$ cat src/rtl/alu_scheduler.sv
// alu_scheduler: round-robin arbiter and sequencer that lets two requesters
// share one external ALU. A granted command drives the ALU operands for LAT
// cycles. The result and error are then captured and returned with a done
// pulse to the requester that was granted.
//
// Ports:
//   clk, rst                 clock, synchronous active-high reset
//   req0/req1                command requests
//   a0,b0,mode0,op0          requester 0 operands / mode / opcode
//   a1,b1,mode1,op1          requester 1 operands / mode / opcode
//   ack0/ack1                one-cycle pulse: command accepted
//   done0/done1              one-cycle pulse: res_out/err_out valid
//   res_out, err_out         latched ALU result and error
//   alu_a,alu_b,alu_mode,alu_op  registered drive to the shared ALU
//   alu_res, alu_err         shared ALU result and error
//   busy                     high whenever the FSM is not idle
//   err_cnt                  saturating count of captured errors; this port
//                            exists only when ALU_SCHED_ERRCNT_EN is defined
module alu_scheduler #(
  parameter int unsigned LAT = 1
) (
  input  logic        clk,
  input  logic        rst,
  input  logic        req0,
  input  logic        req1,
  input  logic [15:0] a0,
  input  logic [15:0] b0,
  input  logic [15:0] a1,
  input  logic [15:0] b1,
  input  logic        mode0,
  input  logic        mode1,
  input  logic [1:0]  op0,
  input  logic [1:0]  op1,
  output logic        ack0,
  output logic        ack1,
  output logic        done0,
  output logic        done1,
  output logic [31:0] res_out,
  output logic        err_out,
  output logic [15:0] alu_a,
  output logic [15:0] alu_b,
  output logic        alu_mode,
  output logic [1:0]  alu_op,
  input  logic [31:0] alu_res,
  input  logic        alu_err,
`ifdef ALU_SCHED_ERRCNT_EN
  output logic        busy,
  output logic [7:0]  err_cnt
`else
  output logic        busy
`endif
);

  localparam int unsigned CW = 4;
  localparam int unsigned EW = 8;

  localparam logic [1:0] IDLE = 2'd0;
  localparam logic [1:0] EXEC = 2'd1;
  localparam logic [1:0] DONE = 2'd2;

  logic [1:0]    state, state_nx;
  logic          ptr, ptr_nx;     // 1: requester 1 has priority on a tie
  logic          gnt, gnt_nx;     // requester that owns the current command
  logic [CW-1:0] cnt, cnt_nx;
  logic          ack0_nx, ack1_nx, done0_nx, done1_nx, busy_nx;
  logic [31:0]   res_nx;
  logic          err_nx;
  logic [15:0]   alu_a_nx, alu_b_nx;
  logic          alu_mode_nx;
  logic [1:0]    alu_op_nx;
  logic          win1;
  logic          cap;
`ifdef ALU_SCHED_ERRCNT_EN
  logic [EW-1:0] err_cnt_nx;
`endif

  // Next-state, arbitration and registered-output values.
  always_comb begin
    state_nx    = state;
    ptr_nx      = ptr;
    gnt_nx      = gnt;
    cnt_nx      = cnt;
    ack0_nx     = 1'b0;
    ack1_nx     = 1'b0;
    done0_nx    = 1'b0;
    done1_nx    = 1'b0;
    res_nx      = res_out;
    err_nx      = err_out;
    alu_a_nx    = alu_a;
    alu_b_nx    = alu_b;
    alu_mode_nx = alu_mode;
    alu_op_nx   = alu_op;
    win1        = 1'b0;
    cap         = 1'b0;
    case (state)
      IDLE: begin
        if (req0 || req1) begin
          // A lone requester always wins; on a tie the pointer decides.
          win1        = req1 && (!req0 || ptr);
          ptr_nx      = !win1;
          gnt_nx      = win1;
          ack0_nx     = !win1;
          ack1_nx     = win1;
          alu_a_nx    = win1 ? a1 : a0;
          alu_b_nx    = win1 ? b1 : b0;
          alu_mode_nx = win1 ? mode1 : mode0;
          alu_op_nx   = win1 ? op1 : op0;
          cnt_nx      = CW'(LAT);
          state_nx    = EXEC;
        end
      end
      EXEC: begin
        if (cnt == CW'(1)) begin
          cap      = 1'b1;
          res_nx   = alu_res;
          err_nx   = alu_err;
          done0_nx = !gnt;
          done1_nx = gnt;
          cnt_nx   = '0;
          state_nx = DONE;
        end else begin
          cnt_nx = cnt - CW'(1);
        end
      end
      DONE:    state_nx = IDLE;
      default: state_nx = IDLE;
    endcase
    busy_nx = (state_nx != IDLE);
`ifdef ALU_SCHED_ERRCNT_EN
    err_cnt_nx = err_cnt;
    if (cap && alu_err && (err_cnt != {EW{1'b1}}))
      err_cnt_nx = err_cnt + EW'(1);
`endif
  end

  // State and output registers.
  always_ff @(posedge clk) begin
    if (rst) begin
      state    <= IDLE;
      ptr      <= 1'b0;
      gnt      <= 1'b0;
      cnt      <= '0;
      ack0     <= 1'b0;
      ack1     <= 1'b0;
      done0    <= 1'b0;
      done1    <= 1'b0;
      res_out  <= '0;
      err_out  <= 1'b0;
      alu_a    <= '0;
      alu_b    <= '0;
      alu_mode <= 1'b0;
      alu_op   <= '0;
      busy     <= 1'b0;
`ifdef ALU_SCHED_ERRCNT_EN
      err_cnt  <= '0;
`endif
    end else begin
      state    <= state_nx;
      ptr      <= ptr_nx;
      gnt      <= gnt_nx;
      cnt      <= cnt_nx;
      ack0     <= ack0_nx;
      ack1     <= ack1_nx;
      done0    <= done0_nx;
      done1    <= done1_nx;
      res_out  <= res_nx;
      err_out  <= err_nx;
      alu_a    <= alu_a_nx;
      alu_b    <= alu_b_nx;
      alu_mode <= alu_mode_nx;
      alu_op   <= alu_op_nx;
      busy     <= busy_nx;
`ifdef ALU_SCHED_ERRCNT_EN
      err_cnt  <= err_cnt_nx;
`endif
    end
  end

endmodule

$ cat config.mk
export PLATFORM = sky130hd
export DESIGN_NAME = alu_scheduler
export DESIGN_NICKNAME = d
export VERILOG_FILES = /design/src/rtl/alu_scheduler.sv
export SDC_FILE = /design/constraint.sdc
export NUM_CORES = 1
export LEC_CHECK = 0
export CORE_MARGIN = 3
export CORE_UTILIZATION = 35
export CTS_CLUSTER_DIAMETER = 30
export DETAILED_ROUTE_END_ITERATION = 8
export PLACE_DENSITY = 0.76
export SYNTH_ARGS = -nofsm -noshare
export SYNTH_HDL_FRONTEND = slang
export SYNTH_SLANG_ARGS = --single-unit
$ cat constraint.sdc
create_clock -name clk -period 1.5 [get_ports clk]
set_input_delay 0.45 -clock clk [delete_from_list [all_inputs] [get_ports clk]]
set_output_delay 0.45 -clock clk [all_outputs]
set_load 0.01 [all_outputs]
==> impl_metrics.py <==
metrics = {
    "cells_and_area": {
        "final_common_cell": "clkdlybuf4s50_1",
        "fin_nets": 700,
        "final_area_um2": 5768,
        "syn_to_final_growth_pct": 70.17,
        "layout_common_cells": "clkdlybuf4s50_1 (104), nand3_1 (103), dfxtp_1 (78), dlygate4sd2_1 (73), a31oi_1 (39)",
        "nFillCells": 810,
        "final_util_pct": 61.84,
        "insertedDiodeCount": 0,
        "layout-drive-gt1-share_pct": 14.26,
    },
    "drt": {
        "routedWlPerCell_um": 16.34,
        "drt_pass1_iterations": 5,
        "vias_per_cell": 5.412,
        "vias": 3924,
        "drt-total-wl_mm": 11.85,
        "drtIter0Drc": 152,
        "postRouteAntennaNets": 0,
        "drc": 0,
    },
    "logic_synthesis": {
        "synth_cells": 412,
        "synth_seq_area_share_pct": 47.84,
        "ys_ff_latch": 81,
        "synth_top_area_share_pct": 47.84,
        "ys_top_cells_by_area": "dfxtp_1 (48%), nand3_1 (15%), a31oi_1 (7.2%)",
        "postSynthAreaPerCell_um2": 8.227,
        "synth_ff_type": "dfxtp_1",
        "synth_edf_count": 0,
        "yosys.area.top_type": "dfxtp_1",
        "syn_nets": 521,
        "syn_area_um2": 3390,
        "yosysWarnings": 0,
        "synthArstFlopShare_pct": 0,
        "ys_types": 27,
    },
    "clock_network": {
        "htreeDepth": 3,
        "holdBufCountCts": 0,
        "clock-sinks": 81,
        "cts.clk_slew.worst_paths_ns": 0.08,
        "clockRootBuffer": "clkbuf_8",
        "cts_buffers": 9,
        "clock_latency_ns": 0.35,
        "cts_tree": "done",
        "clockBufferDepth": 2,
    },
    "sta": {
        "setup_viol": 9,
        "drv_slew": 0,
        "max_slew.worst_pin.slew_ns": 0.4942,
        "maxClockFrequency_ghz": 0.6499,
        "finClkSkew_ns": 0.01823,
        "slew_headroom_pct": 66.98,
        "finalCritPeriodShare_pct": 102.6,
        "finalWorstSetupSlack_ns": -0.03867,
        "min_period_ns": 1.539,
        "grt_setup_unrepaired": "yes",
        "fin_tns_setup_ns": -0.07665,
        "hold_violations": 0,
    },
    "setup_path": {
        "rr_worst_depth": 6,
        "critPathCapture": "res_out[5]",
        "required_ns": 1.73,
        "r2r_start": "cnt[1]",
        "crit_path_start_kind": "register",
        "r2r_slack_ns": -0.04,
        "cp.arrival_ns": 1.76,
        "worstReg2RegEnd": "res_out[5]",
        "startpoint": "cnt[1]",
        "cp_max_fo": 7,
        "criticalPathCategory": "register to register",
        "endpoint_kind": "register",
    },
    "die": {
        "fp.dieW_um": 104.4,
        "coreArea_um2": 9328,
        "num_rows": 35,
        "die_area_um2": 10900,
        "initial_core_util_pct": 36.34,
        "ioPinCount": 180,
        "die_h_um": 104.4,
    },
    "power_and_ir_drop": {
        "clkPwrFrac_pct": 20.2,
        "p_int_mw": 4.532,
        "comb_power_share_pct": 43.1,
        "leakage_nw": 2.307,
        "p_per_area_nw_per_um2": 1257,
        "p_seq_share_pct": 36.7,
        "p_sw_mw": 2.718,
        "p_total_mw": 7.250,
        "ir_drop_mv": 0.6393,
        "sw_frac_of_total_pct": 37.49,
    },
    "global_route": {
        "overflow": 0,
        "grt_pass1_vias": 3690,
        "grt_pass1_wl_mm": 17.96,
        "grt_max_degree": 48,
        "grt_antenna_before_repair": 0,
        "track_usage_pct": 19.66,
    },
    "placement": {
        "port_buffers": 179,
        "hpwlAfterDp_mm": 7.777,
        "place_ws_ns": -0.3298,
        "place.gp.congestion": 0.7542,
        "placed_area_um2": 5473,
    },
    "status": {
        "status": "complete, but fails checks",
        "failed_checks": "negative setup slack",
    },
    "hold_path": {
        "hold_depth": 2,
        "hp-class": "input pin to register",
    },
    "job": {
        "cap_violations": 0,
    },
}
==> logic make-up after synthesis <==
logic type,Yosys count,share of synthesized area [%]
buffers and inverters,48,6.202
flip-flops,81,47.84
AO/OA/AOI/OAI,149,24.33
AND/OR/NAND/NOR,132,20.89
adder cells (fa/ha/maj),2,0.7382
==> layout make-up <==
type                    count  area, µm²  share of cell area (%)
repair buffers            213       2126                   36.85
clock buffers               9      123.9                   2.148
multi-input cells         283       1667                   28.89
well taps                 129      161.4                   2.798
flip-flops and latches     81       1625                   28.18
clock inverters             7      53.80                  0.9328
inverters                   3      11.26                  0.1952
==> per-layer routing <==
metal  track usage (%)  up-vias  part of all wire [%]  wire length (µm)
li1                  -     1873                     -                 -
met1             24.44     1842                    40              4785
met2             30.86      197                    48              5706
met3             8.007       12                    10              1229
met4             6.553        0                   1.1               127
met5                 0        -                     0                 0
==> synth_stat cells (2+ instances only) <==
cell type and instances:
a31oi_1 39, nand3_1 103, dfxtp_1 81, buf_2 18, clkbuf_1 26, and3_1 2, ha_1 2, inv_1 3
a21oi_1 36, or2_4 2, nor2_1 6, o21ai_1 45, nor3_1 3, nor3b_4 2, nand2_1 5, o21ai_0 25
o211ai_1 2, nand2b_1 3
==> power groups by stage <==
stage,Sequential (mW),Clock (mW),Combinational (mW)
finish,2.66,1.46,3.12
CTS,2.64,1.52,2.80
floorplan,2.83,0,1.36
global route,2.70,1.57,3.38
global placement,2.69,0,2.91
detailed placement,2.70,0,2.95
==> repair_timing <==
item	4_1_cts	5_1_grt
setup buffers	0	2
gates resized for setup	74	34
pin swaps	0	20
setup endpoints to repair	110	59
gates cloned	0	4
==> critical path, cell delays in order (launching register included) <==
cell	delay (ns)
dfxtp_2	0.33
inv_2	0.07
ha_4	0.13
or3b_4	0.46
clkbuf_16	0.21
o21ai_2	0.16
a21oi_2	0.07
==> sequential cells by signal, summed over array words and instances, names as in the netlist, 2 cells and up <==
register	cells
alu_a	16
alu_b	16
alu_op	2
cnt	4
res_out	32
state	2
==> per-stage QoR <==
step	instances	hold slack (ns)
2_1_floorplan	412	0.4096
3_3_place_gp	703	0.4463
3_5_place_dp	703	0.4680
4_1_cts	719	0.3673
5_1_grt	725	0.3853
6_report	725	0.3870
==> how the worst min path moves through the flow <==
stage | from | endpoint | slack [ns]
floorplan | gnt | done0 | 0.41
global placement | gnt | done0 | 0.45
detailed placement | gnt | done0 | 0.47
CTS | rst | cnt[1] | 0.37
global route | rst | cnt[1] | 0.39
finish | rst | cnt[1] | 0.39
(Power assumes the default switching activity.)
